[src/rtl/pipeline_hazard_ctrl_if.sv]
// Hazard-control bus between the 5-stage datapath (master) and the stage-control
// sequencer (slave): ID/EXE/MEM hazard information in, stage strobes and forward selects out.
interface pipeline_hazard_ctrl_if;
   logic [4:0] addr_rs;
   logic [4:0] addr_rt;
   logic       rs_used;
   logic       rt_used;
   logic       is_store_id;
   logic       is_branch_id;
   logic       id_valid;
   logic [4:0] regw_addr_exe;
   logic [4:0] regw_addr_mem;
   logic       wb_wen_exe;
   logic       wb_wen_mem;
   logic       wb_data_src_exe;
   logic       wb_data_src_mem;
   logic       mem_req;
   logic       mem_ready;
   logic       if_rst, id_rst, exe_rst, mem_rst, wb_rst;
   logic       if_en, id_en, exe_en, mem_en, wb_en;
   logic [1:0] exe_fwd_a_ctrl;
   logic [1:0] exe_fwd_b_ctrl;
   logic       fwd_m;

   modport master (
      output addr_rs, addr_rt, rs_used, rt_used, is_store_id, is_branch_id, id_valid,
             regw_addr_exe, regw_addr_mem, wb_wen_exe, wb_wen_mem,
             wb_data_src_exe, wb_data_src_mem, mem_req, mem_ready,
      input  if_rst, id_rst, exe_rst, mem_rst, wb_rst,
             if_en, id_en, exe_en, mem_en, wb_en,
             exe_fwd_a_ctrl, exe_fwd_b_ctrl, fwd_m
   );

   modport slave (
      input  addr_rs, addr_rt, rs_used, rt_used, is_store_id, is_branch_id, id_valid,
             regw_addr_exe, regw_addr_mem, wb_wen_exe, wb_wen_mem,
             wb_data_src_exe, wb_data_src_mem, mem_req, mem_ready,
      output if_rst, id_rst, exe_rst, mem_rst, wb_rst,
             if_en, id_en, exe_en, mem_en, wb_en,
             exe_fwd_a_ctrl, exe_fwd_b_ctrl, fwd_m
   );
endinterface

[src/rtl/pipeline_hazard_ctrl.sv]
// Stage-control sequencer for the 5-stage MIPS pipeline: reset sequencing, load-use stalls,
// branch fetch suppression, memory-wait freezes, operand forwarding and perf counters.
module pipeline_hazard_ctrl #(
   parameter int RST_CYCLES = 2,
   parameter int CNT_W      = 32
) (
   input  logic                 clk,
   input  logic                 rst_n,
   pipeline_hazard_ctrl_if.slave hz,
   output logic [CNT_W-1:0]     stall_cycles,
   output logic [CNT_W-1:0]     flush_count
);

   typedef enum logic [2:0] {RESET_SEQ, RUN, LOAD_STALL, BRANCH_WAIT, MEM_WAIT} state_t;

   localparam int RW = (RST_CYCLES > 1) ? $clog2(RST_CYCLES) : 1;
   localparam logic [RW-1:0] RST_INIT = RW'(RST_CYCLES - 1);

   localparam logic [1:0] FWD_NO      = 2'd0;
   localparam logic [1:0] FWD_ALU_EXE = 2'd1;
   localparam logic [1:0] FWD_ALU_MEM = 2'd2;
   localparam logic [1:0] FWD_MEM     = 2'd3;

   state_t          state, state_nx, held, held_nx, eff;
   logic [RW-1:0]   cnt, cnt_nx;
   logic            br_phase, br_phase_nx;
   logic            exe_load, rs_load, rt_load_match, load_use, store_fwd;
   logic            mem_wait, branch_take, count_flush;

   // A load in EXE whose destination equals the operand's register must not be forwarded from EXE.
   function automatic logic [1:0] fwd_sel(
      input logic [4:0] a, input logic used,
      input logic [4:0] de, input logic we, input logic le,
      input logic [4:0] dm, input logic wm, input logic lm);
      fwd_sel = FWD_NO;
      if (used && a != 5'd0) begin
         if (we && a == de)      fwd_sel = le ? FWD_NO : FWD_ALU_EXE;
         else if (wm && a == dm) fwd_sel = lm ? FWD_MEM : FWD_ALU_MEM;
      end
   endfunction

   always_comb begin
      exe_load      = hz.wb_wen_exe & hz.wb_data_src_exe & (hz.regw_addr_exe != 5'd0);
      rs_load       = exe_load & hz.rs_used & (hz.addr_rs == hz.regw_addr_exe);
      rt_load_match = exe_load & (hz.addr_rt == hz.regw_addr_exe);
      load_use      = rs_load | (rt_load_match & hz.rt_used & ~hz.is_store_id);
      store_fwd     = hz.is_store_id & rt_load_match & ~rs_load;
      mem_wait      = hz.mem_req & ~hz.mem_ready;
      branch_take   = hz.id_valid & hz.is_branch_id;
      eff           = (state == MEM_WAIT) ? held : state;
   end

   always_ff @(posedge clk or negedge rst_n) begin
      if (!rst_n) begin
         state    <= RESET_SEQ;
         held     <= RUN;
         cnt      <= RST_INIT;
         br_phase <= 1'b0;
      end else begin
         state    <= state_nx;
         held     <= held_nx;
         cnt      <= cnt_nx;
         br_phase <= br_phase_nx;
      end
   end

   // MEM_WAIT remembers the interrupted state so a branch countdown resumes where it stopped.
   always_comb begin
      state_nx    = state;
      held_nx     = held;
      cnt_nx      = cnt;
      br_phase_nx = br_phase;
      if (state == RESET_SEQ) begin
         if (cnt == '0) state_nx = RUN;
         else           cnt_nx   = cnt - RW'(1);
      end else if (mem_wait) begin
         state_nx = MEM_WAIT;
         held_nx  = eff;
      end else begin
         case (eff)
            BRANCH_WAIT: begin
               state_nx    = br_phase ? RUN : BRANCH_WAIT;
               br_phase_nx = ~br_phase;
            end
            default: begin
               if (load_use) begin
                  state_nx = LOAD_STALL;
               end else if (branch_take) begin
                  state_nx    = BRANCH_WAIT;
                  br_phase_nx = 1'b0;
               end else begin
                  state_nx = RUN;
               end
            end
         endcase
      end
   end

   always_comb begin
      hz.if_rst  = 1'b0;
      hz.id_rst  = 1'b0;
      hz.exe_rst = 1'b0;
      hz.mem_rst = 1'b0;
      hz.wb_rst  = 1'b0;
      hz.if_en   = 1'b1;
      hz.id_en   = 1'b1;
      hz.exe_en  = 1'b1;
      hz.mem_en  = 1'b1;
      hz.wb_en   = 1'b1;
      hz.exe_fwd_a_ctrl = fwd_sel(hz.addr_rs, hz.rs_used, hz.regw_addr_exe, hz.wb_wen_exe,
                                  hz.wb_data_src_exe, hz.regw_addr_mem, hz.wb_wen_mem,
                                  hz.wb_data_src_mem);
      hz.exe_fwd_b_ctrl = fwd_sel(hz.addr_rt, hz.rt_used, hz.regw_addr_exe, hz.wb_wen_exe,
                                  hz.wb_data_src_exe, hz.regw_addr_mem, hz.wb_wen_mem,
                                  hz.wb_data_src_mem);
      hz.fwd_m    = store_fwd;
      count_flush = 1'b0;
      if (state == RESET_SEQ) begin
         {hz.if_rst, hz.id_rst, hz.exe_rst, hz.mem_rst, hz.wb_rst} = 5'b11111;
         {hz.if_en, hz.id_en, hz.exe_en, hz.mem_en, hz.wb_en}      = 5'b00000;
         hz.exe_fwd_a_ctrl = FWD_NO;
         hz.exe_fwd_b_ctrl = FWD_NO;
         hz.fwd_m          = 1'b0;
      end else if (mem_wait) begin
         {hz.if_en, hz.id_en, hz.exe_en, hz.mem_en} = 4'b0000;
         hz.wb_rst = 1'b1;
      end else begin
         case (eff)
            BRANCH_WAIT: begin
               hz.id_rst = 1'b1;
               hz.if_en  = br_phase;
            end
            default: begin
               if (load_use) begin
                  hz.if_en   = 1'b0;
                  hz.id_en   = 1'b0;
                  hz.exe_rst = 1'b1;
               end else if (branch_take) begin
                  hz.if_en    = 1'b0;
                  hz.id_rst   = 1'b1;
                  count_flush = 1'b1;
               end
            end
         endcase
      end
   end

   always_ff @(posedge clk or negedge rst_n) begin
      if (!rst_n) begin
         stall_cycles <= '0;
         flush_count  <= '0;
      end else begin
         if (state != RESET_SEQ && !hz.if_en && stall_cycles != '1)
            stall_cycles <= stall_cycles + CNT_W'(1);
         if (count_flush && flush_count != '1)
            flush_count <= flush_count + CNT_W'(1);
      end
   end

endmodule

[src/flat_wrapper.sv]
// flat-port wrapper written by rule: the top's interface ports become plain ports
module pipeline_hazard_ctrl_flat 
#(
   parameter int RST_CYCLES = 2,
   parameter int CNT_W      = 32
)
  (clk, rst_n, stall_cycles, flush_count, hz_addr_rs, hz_addr_rt, hz_rs_used, hz_rt_used, hz_is_store_id, hz_is_branch_id, hz_id_valid, hz_regw_addr_exe, hz_regw_addr_mem, hz_wb_wen_exe, hz_wb_wen_mem, hz_wb_data_src_exe, hz_wb_data_src_mem, hz_mem_req, hz_mem_ready, hz_if_rst, hz_id_rst, hz_exe_rst, hz_mem_rst, hz_wb_rst, hz_if_en, hz_id_en, hz_exe_en, hz_mem_en, hz_wb_en, hz_exe_fwd_a_ctrl, hz_exe_fwd_b_ctrl, hz_fwd_m);
  pipeline_hazard_ctrl_if hz_i ();
  input  logic clk;
  input  logic rst_n;
  output logic [CNT_W-1:0] stall_cycles;
  output logic [CNT_W-1:0] flush_count;
  input wire logic [$bits(hz_i.addr_rs)-1:0] hz_addr_rs;
  input wire logic [$bits(hz_i.addr_rt)-1:0] hz_addr_rt;
  input wire logic [$bits(hz_i.rs_used)-1:0] hz_rs_used;
  input wire logic [$bits(hz_i.rt_used)-1:0] hz_rt_used;
  input wire logic [$bits(hz_i.is_store_id)-1:0] hz_is_store_id;
  input wire logic [$bits(hz_i.is_branch_id)-1:0] hz_is_branch_id;
  input wire logic [$bits(hz_i.id_valid)-1:0] hz_id_valid;
  input wire logic [$bits(hz_i.regw_addr_exe)-1:0] hz_regw_addr_exe;
  input wire logic [$bits(hz_i.regw_addr_mem)-1:0] hz_regw_addr_mem;
  input wire logic [$bits(hz_i.wb_wen_exe)-1:0] hz_wb_wen_exe;
  input wire logic [$bits(hz_i.wb_wen_mem)-1:0] hz_wb_wen_mem;
  input wire logic [$bits(hz_i.wb_data_src_exe)-1:0] hz_wb_data_src_exe;
  input wire logic [$bits(hz_i.wb_data_src_mem)-1:0] hz_wb_data_src_mem;
  input wire logic [$bits(hz_i.mem_req)-1:0] hz_mem_req;
  input wire logic [$bits(hz_i.mem_ready)-1:0] hz_mem_ready;
  output wire logic [$bits(hz_i.if_rst)-1:0] hz_if_rst;
  output wire logic [$bits(hz_i.id_rst)-1:0] hz_id_rst;
  output wire logic [$bits(hz_i.exe_rst)-1:0] hz_exe_rst;
  output wire logic [$bits(hz_i.mem_rst)-1:0] hz_mem_rst;
  output wire logic [$bits(hz_i.wb_rst)-1:0] hz_wb_rst;
  output wire logic [$bits(hz_i.if_en)-1:0] hz_if_en;
  output wire logic [$bits(hz_i.id_en)-1:0] hz_id_en;
  output wire logic [$bits(hz_i.exe_en)-1:0] hz_exe_en;
  output wire logic [$bits(hz_i.mem_en)-1:0] hz_mem_en;
  output wire logic [$bits(hz_i.wb_en)-1:0] hz_wb_en;
  output wire logic [$bits(hz_i.exe_fwd_a_ctrl)-1:0] hz_exe_fwd_a_ctrl;
  output wire logic [$bits(hz_i.exe_fwd_b_ctrl)-1:0] hz_exe_fwd_b_ctrl;
  output wire logic [$bits(hz_i.fwd_m)-1:0] hz_fwd_m;
  assign hz_i.addr_rs = hz_addr_rs;
  assign hz_i.addr_rt = hz_addr_rt;
  assign hz_i.rs_used = hz_rs_used;
  assign hz_i.rt_used = hz_rt_used;
  assign hz_i.is_store_id = hz_is_store_id;
  assign hz_i.is_branch_id = hz_is_branch_id;
  assign hz_i.id_valid = hz_id_valid;
  assign hz_i.regw_addr_exe = hz_regw_addr_exe;
  assign hz_i.regw_addr_mem = hz_regw_addr_mem;
  assign hz_i.wb_wen_exe = hz_wb_wen_exe;
  assign hz_i.wb_wen_mem = hz_wb_wen_mem;
  assign hz_i.wb_data_src_exe = hz_wb_data_src_exe;
  assign hz_i.wb_data_src_mem = hz_wb_data_src_mem;
  assign hz_i.mem_req = hz_mem_req;
  assign hz_i.mem_ready = hz_mem_ready;
  assign hz_if_rst = hz_i.if_rst;
  assign hz_id_rst = hz_i.id_rst;
  assign hz_exe_rst = hz_i.exe_rst;
  assign hz_mem_rst = hz_i.mem_rst;
  assign hz_wb_rst = hz_i.wb_rst;
  assign hz_if_en = hz_i.if_en;
  assign hz_id_en = hz_i.id_en;
  assign hz_exe_en = hz_i.exe_en;
  assign hz_mem_en = hz_i.mem_en;
  assign hz_wb_en = hz_i.wb_en;
  assign hz_exe_fwd_a_ctrl = hz_i.exe_fwd_a_ctrl;
  assign hz_exe_fwd_b_ctrl = hz_i.exe_fwd_b_ctrl;
  assign hz_fwd_m = hz_i.fwd_m;
  pipeline_hazard_ctrl #(.RST_CYCLES(RST_CYCLES), .CNT_W(CNT_W)) u_core (.clk(clk), .rst_n(rst_n), .hz(hz_i), .stall_cycles(stall_cycles), .flush_count(flush_count));
endmodule
[config.mk]
export PLATFORM = sky130hd
export DESIGN_NAME = pipeline_hazard_ctrl_flat
export DESIGN_NICKNAME = d
export VERILOG_FILES = /design/src/rtl/pipeline_hazard_ctrl_if.sv /design/src/rtl/pipeline_hazard_ctrl.sv /design/src/flat_wrapper.sv
export SDC_FILE = /design/constraint.sdc
export NUM_CORES = 1
export LEC_CHECK = 0
export BUFFER_PORTS_ARGS = -buffer_cell sky130_fd_sc_hd__buf_2
export CORE_MARGIN = 1.5
export CORE_UTILIZATION = 53
export DETAILED_ROUTE_END_ITERATION = 8
export PLACE_DENSITY = 0.86
export RECOVER_POWER = 50
export SYNTH_ARGS = -nofsm -noshare
export SYNTH_HDL_FRONTEND = slang
export SYNTH_SLANG_ARGS = --single-unit
[constraint.sdc]
create_clock -name clk -period 2.72 [get_ports clk]
set_input_delay 0.544 -clock clk [delete_from_list [all_inputs] [get_ports clk]]
set_output_delay 0.544 -clock clk [all_outputs]
set_load 0.02 [all_outputs]
==> results.cfg, run 1 <==
[outcome]
status = finished with violations
violations = capacitance limit, slew limit

[critical_path]
startpoint_type = primary input
worstSetupPathType = primary input to primary output
endpoint_kind = primary output
worstPathRequired_ns = 2.18
cp_max_fo = 3
cp.arrival_ns = 2.11

[place]
gp_congestion = 0.907
numPortBuffers = 111
place_ws_ns = 0.0202
post-dp-hpwl_um = 7390

[worst_hold_path]
hold_class = flop to flop

[synth]
synth_nets = 431
ys_seq_area_share_pct = 45.3
synth.top_cell.area_share_pct = 44.0
syn_avg_cell_area_um2 = 10.1
synth_compound_area_share_pct = 2.95
synth_top_family_by_area = simple AND/OR/NAND/NOR gates
ys_types = 47
synthMostInstantiatedCell = dfrtp_1
synth_xor_area_share_pct = 18.2
synth_top_cell_by_area = dfrtp_1
netlist_area_um2 = 3980
synth_simple_gate_area_share_pct = 29.5
postSynthCellCount = 396
synth_commonest_cells = dfrtp_1 (70), xor2_1 (47), nand4_1 (34), xnor2_1 (34), nand3_1 (33)
ys_top_cells_by_area = dfrtp_1 (44%), xor2_1 (10%), xnor2_1 (7.5%)
yosys_warnings = 0
synth_edf_count = 0
synth_adder_area_share_pct = 0.628
synthFlopType = dfrtp_1
synth_mux_area_share_pct = 1.13
async_reset_ff_share_pct = 100
synth_seq_cells = 72

[timing]
worst_pin_slew_ns = 1.74
slew_violations = 73
setup_violations = 0
clock_skew_ns = 0.00904
max_freq_ghz = 0.376
layout_min_cycle_time_ns = 2.66
period_share_pct = 97.7
rsz0062_at_grt = true
hold_viol = 0
relSlewSlack_pct = -16.0
worst_slack_ns = 0.0619

[cells_and_area]
area.sequential_um2 = 1800
final_nets = 555
area_delta_synth_final_pct = 24.5
layout-drive-gt1-share_pct = 24.4
num_antenna_cells = 0
nFillCells = 593
multi_input_area_um2 = 2110

[clocking]
root_buffer = clkbuf_8
numCtsBuffers = 9
htree_levels = 3
cts_setup_buffers = 0
clock-sinks = 72
clkTransAtPathRegs_ns = 0.07
clock_latency_ns = 0.34
tritoncts = done
clk_path_buf_depth = 2

[floorplan]
start_util_pct = 54.9
fp.dieH_um = 89.7
die_w_um = 89.7
dieArea_um2 = 8050
ioPinCount = 112
core_area_um2 = 7250
row_count = 31

[pwr]
combPwrFrac_pct = 25.5
p_int_uw = 2180
clkPwrFrac_pct = 33.9
leakagePower_uw = 0.00240
irDropWorstVdd_mv = 0.450
power_uw = 3270
p_seq_share_pct = 40.6
p_sw_uw = 1090
power_density_nw_per_um2 = 659
swShare_pct = 33.4

[routing]
drt_iter0_drc = 137
ant_nets = 0
vias = 3627
wl_per_cell_um = 16.2
drc = 0
via_per_inst = 5.81
dr.pass1.iters = 4
routed_wl_um = 10100

[grt]
antenna_found_initial = 0
grt_overflow = 0
gr-usage-all-layers_pct = 25.6
grt_max_degree = 73
grt_pass1_vias = 3645
grt_pass1_wl_um = 16900

[run]
maxCapViolations = 1
==> metal layers <==
layer | vias up | share of wire [%] | global-route usage [%]
li1 | 1684 | - | -
met1 | 1759 | 42 | 31.0
met2 | 159 | 50 | 44.1
met3 | 25 | 6.1 | 5.41
met4 | 0 | 2.5 | 11.2
met5 | - | 0 | 0
==> power by group through the flow <==
stage	clock, uW	sequential (uW)	combinational, uW
after floorplan	0	1410	456
after global placement	0	1330	820
after detailed placement	0	1350	850
after CTS	1120	1330	852
after global routing	1180	1350	906
final	1110	1330	835
==> path summary, 6_finish.rpt <==
check,cells past startpoint,startpoint,slack (ns),end
worst max-delay path,8,hz_regw_addr_exe[0],0.06,hz_id_rst
worst min-delay path,2,u_core.held[0],0.47,u_core.held[0]
worst max register to register,7,u_core.state[2],0.42,u_core.flush_count[27]
worst min register to register,2,u_core.held[0],0.47,u_core.held[0]
max in group asynchronous,2,rst_n,0.94,u_core.br_phase
min in group asynchronous,2,rst_n,0.75,u_core.stall_cycles[17]
==> registers in the layout, indices dropped and copies added, names as in the netlist <==
register / cells
u_core.flush_count: 32
u_core.stall_cycles: 32
u_core.held: 3
u_core.state: 3
u_core.br_phase: 1
u_core.cnt: 1
==> placed cells by master, fill, tap and decap left out, types with 3 or more instances in the layout <==
cell,n
buf_2,78
dfrtp_1,70
xor2_1,47
clkbuf_1,35
xnor2_1,34
nand4_1,34
nand3_1,33
nand2_1,30
nor3_1,21
nor4_1,18
nor2_1,15
buf_4,14
and3_1,10
clkbuf_8,9
inv_1,6
a21oi_1,6
and4_1,5
and2_1,5
bufinv_16,4
or3_1,3
nor4_2,3
nor2b_1,3
nor4_4,3
==> final cells by class <==
cell class / count / share of cell area (%)
clock inverter: 5 / 2.60
inverter: 6 / 0.454
tap: 99 / 2.50
multi-input combinational: 304 / 42.4
clock buffer: 11 / 2.65
sequential: 72 / 36.4
timing repair buffer: 127 / 13.0
==> metrics by stage <==
stage	utilization (%)	cells	hold WS (ns)	cell area [um2]	TNS (ns)
global placement	65.5	608	0.443	4750	0
finish	68.4	624	0.468	4960	0
global route	68.4	624	0.488	4960	-0.0161
CTS	69.1	624	0.229	5010	0
floorplan	-	396	0.248	3980	0
detailed placement	65.5	608	0.456	4750	0
==> logic make-up after synthesis <==
logic type / Yosys count
simple gates: 198
xor+xnor: 82
flops: 72
buf+inv: 20
compound gates: 18
mux: 4
fa+ha+maj: 2
==> critical path, stage by stage <==
cell and delay, ns:
buf_2 0.12, or4_4 0.57, nor2_8 0.14, nor4_4 0.06
or2_1 0.25, nand2_1 0.11, a31o_2 0.15, buf_2 0.16
==> repair_timing <==
| action | in CTS | in global routing |
|---|---|---|
| hold buffers | 0 | 0 |
| hold endpoints to repair | 0 | 0 |
| setup endpoints to repair | 0 | 5 |
| gates resized for setup | 0 | 2 |
Note: power is estimated with default switching activity, not from simulation.
==> inputs of run 2 (changes only) <==
--- a/config.mk
+++ b/config.mk
@@ -6,8 +6,11 @@
 export NUM_CORES = 1
 export LEC_CHECK = 0
 export BUFFER_PORTS_ARGS = -buffer_cell sky130_fd_sc_hd__buf_2
+export CELL_PAD_IN_SITES_DETAIL_PLACEMENT = 0
+export CELL_PAD_IN_SITES_GLOBAL_PLACEMENT = 1
 export CORE_MARGIN = 1.5
-export CORE_UTILIZATION = 53
+export CORE_UTILIZATION = 40
+export CTS_CLUSTER_DIAMETER = 60
 export DETAILED_ROUTE_END_ITERATION = 8
 export PLACE_DENSITY = 0.86
 export RECOVER_POWER = 50
==> run 2 against run 1 <==
  * The run now ends clean
  * Combinational power shrank 0.5%
  * Fmax fell by 0.20%
  * Die area is 31% higher
  * Sequential power about the same
  * Final area fell by 0.23%
  * Highest routed layer unchanged
==> results.cfg, run 2 (synthesis gave the netlist of run 1 again) <==
[grt]
grt_util_met3_pct = 3.73
grt_max_degree = 31
antenna_found_initial = 0
grt_pass1_wl_um = 16000
grt_overflow = 0
grt_use_met1_pct = 25.6
grt.met2_usage_pct = 31.4
gr-usage-all-layers_pct = 19.4
busiest_layer = met2
grt_pass1_vias = 3334

[floorplan]
row_count = 36
core_area_um2 = 9730
dieArea_um2 = 10600
start_util_pct = 40.9
fp.dieH_um = 103
ioPinCount = 112
die_w_um = 103

[critical_path]
worstPathRequired_ns = 2.18
critPathMaxStageDelay_ns = 0.57
crit_slowest_cell = or4_4
worstSetupPathType = primary input to primary output
cp_max_fo = 3
cpMostUsedCell = buf_2
endpoint_kind = primary output
cp.arrival_ns = 2.12
cp_cell_sequence = buf_2 -> or4_4 -> nor2_8 -> nor3b_4 -> or2_1 -> nand2_1 -> a31o_2 -> buf_2
startpoint_type = primary input

[place]
dpl_cell_area_um2 = 4800
gp_congestion = 0.929
placed_cells = 643
post-dp-hpwl_um = 7490
numPortBuffers = 111

[timing]
worst_pin_slew_ns = 1.47
slew_violations = 0
layout_min_cycle_time_ns = 2.66
period_share_pct = 97.9
relSlewSlack_pct = 1.94
hold_viol = 0
setup_violations = 0
clock_skew_ns = 0.00987
max_freq_ghz = 0.375

[routing]
drc = 0
wl_per_cell_um = 15.0
vias = 3496
routed_wl_um = 9910
ant_nets = 0
dr.pass1.iters = 4
drt_iter0_drc = 124
via_per_inst = 5.30

[worst_hold_path]
hold_class = flop to flop

[cells_and_area]
area_delta_synth_final_pct = 24.2
final_nets = 557
reg_top3 = u_core.flush_count (32), u_core.stall_cycles (32)
layout-drive-gt1-share_pct = 23.7
num_antenna_cells = 0
layout_commonest_cell = buf_2
final_cells = 660
stdcell_area_um2 = 4950
mostFrequentLayoutCells = buf_2 (75), dfrtp_1 (70), xor2_1 (47), clkbuf_1 (38)

[outcome]
status = finished, final reports clean

[clocking]
tritoncts = done
clock-sinks = 72
postCtsHoldBufs = 0
numCtsBuffers = 9
clkTransAtPathRegs_ns = 0.07
clk_path_buf_depth = 2
htree_levels = 3
clock_latency_ns = 0.34
root_buffer = clkbuf_8

[pwr]
irDropWorstVdd_mv = 0.424
power_density_nw_per_um2 = 608
leakagePower_uw = 0.00237

[run]
maxCapViolations = 0
run 2: layout make-up:
cell class                 count  area (um2)
sequential                    72        1800
timing repair buffer         129         657
fill                         950        4780
multi-input combinational    304        2100
inverter                       6        22.5
clock inverter                 6        68.8
tap                          133         166
clock buffer                  10         128
run 2: what timing repair did:
item | in CTS | in global routing
setup endpoints to repair | 0 | 5
setup buffers | 0 | 1
gates resized for setup | 0 | 1
endpoints found under the hold margin | 0 | 0
run 2: path summary, 6_finish.rpt:
| check | startpoint | endpoint | slack [ns] | depth (start not counted) |
|---|---|---|---|---|
| setup / recovery | hz_regw_addr_exe[0] | hz_id_rst | 0.06 | 8 |
| hold / removal | u_core.held[0] | u_core.held[0] | 0.46 | 2 |
| setup reg to reg | u_core.stall_cycles[0] | u_core.stall_cycles[1] | 0.45 | 7 |
| hold reg to reg | u_core.held[0] | u_core.held[0] | 0.46 | 2 |
| max in group asynchronous | rst_n | u_core.stall_cycles[27] | 0.55 | 2 |
| min in group asynchronous | rst_n | u_core.stall_cycles[17] | 0.53 | 1 |
run 2: worst max-delay path: cells and delay by family:
family,cells,cell delay (ns)
simple gates,5,1.12
buf+inv,2,0.28
compound gates,1,0.17
run 2: layer usage:
metal	vias to the layer above	part of all wire [%]
met1	1686	46
met3	8	5.4
li1	1689	-
met5	-	0
met4	0	1.1
met2	113	47
run 2: per-stage QoR:
stage                     setup WS (ns)  power [uW]  util, %  TNS [ns]  hold slack [ns]
after floorplan                  0.0206        1870        -         0            0.248
after global placement           0.0139        2180     49.3         0            0.445
after detailed placement        0.00864        2200     49.3         0            0.456
after CTS                       0.00583        3050     51.3         0            0.221
after global routing           -0.00159        3190     50.9  -0.00159            0.497
final                            0.0567        3010     50.9         0            0.461
run 2: power by group:
part,switching (uW),internal [uW]
registers,142,1190
logic,548,283
clock network,419,429
total,1110,1900
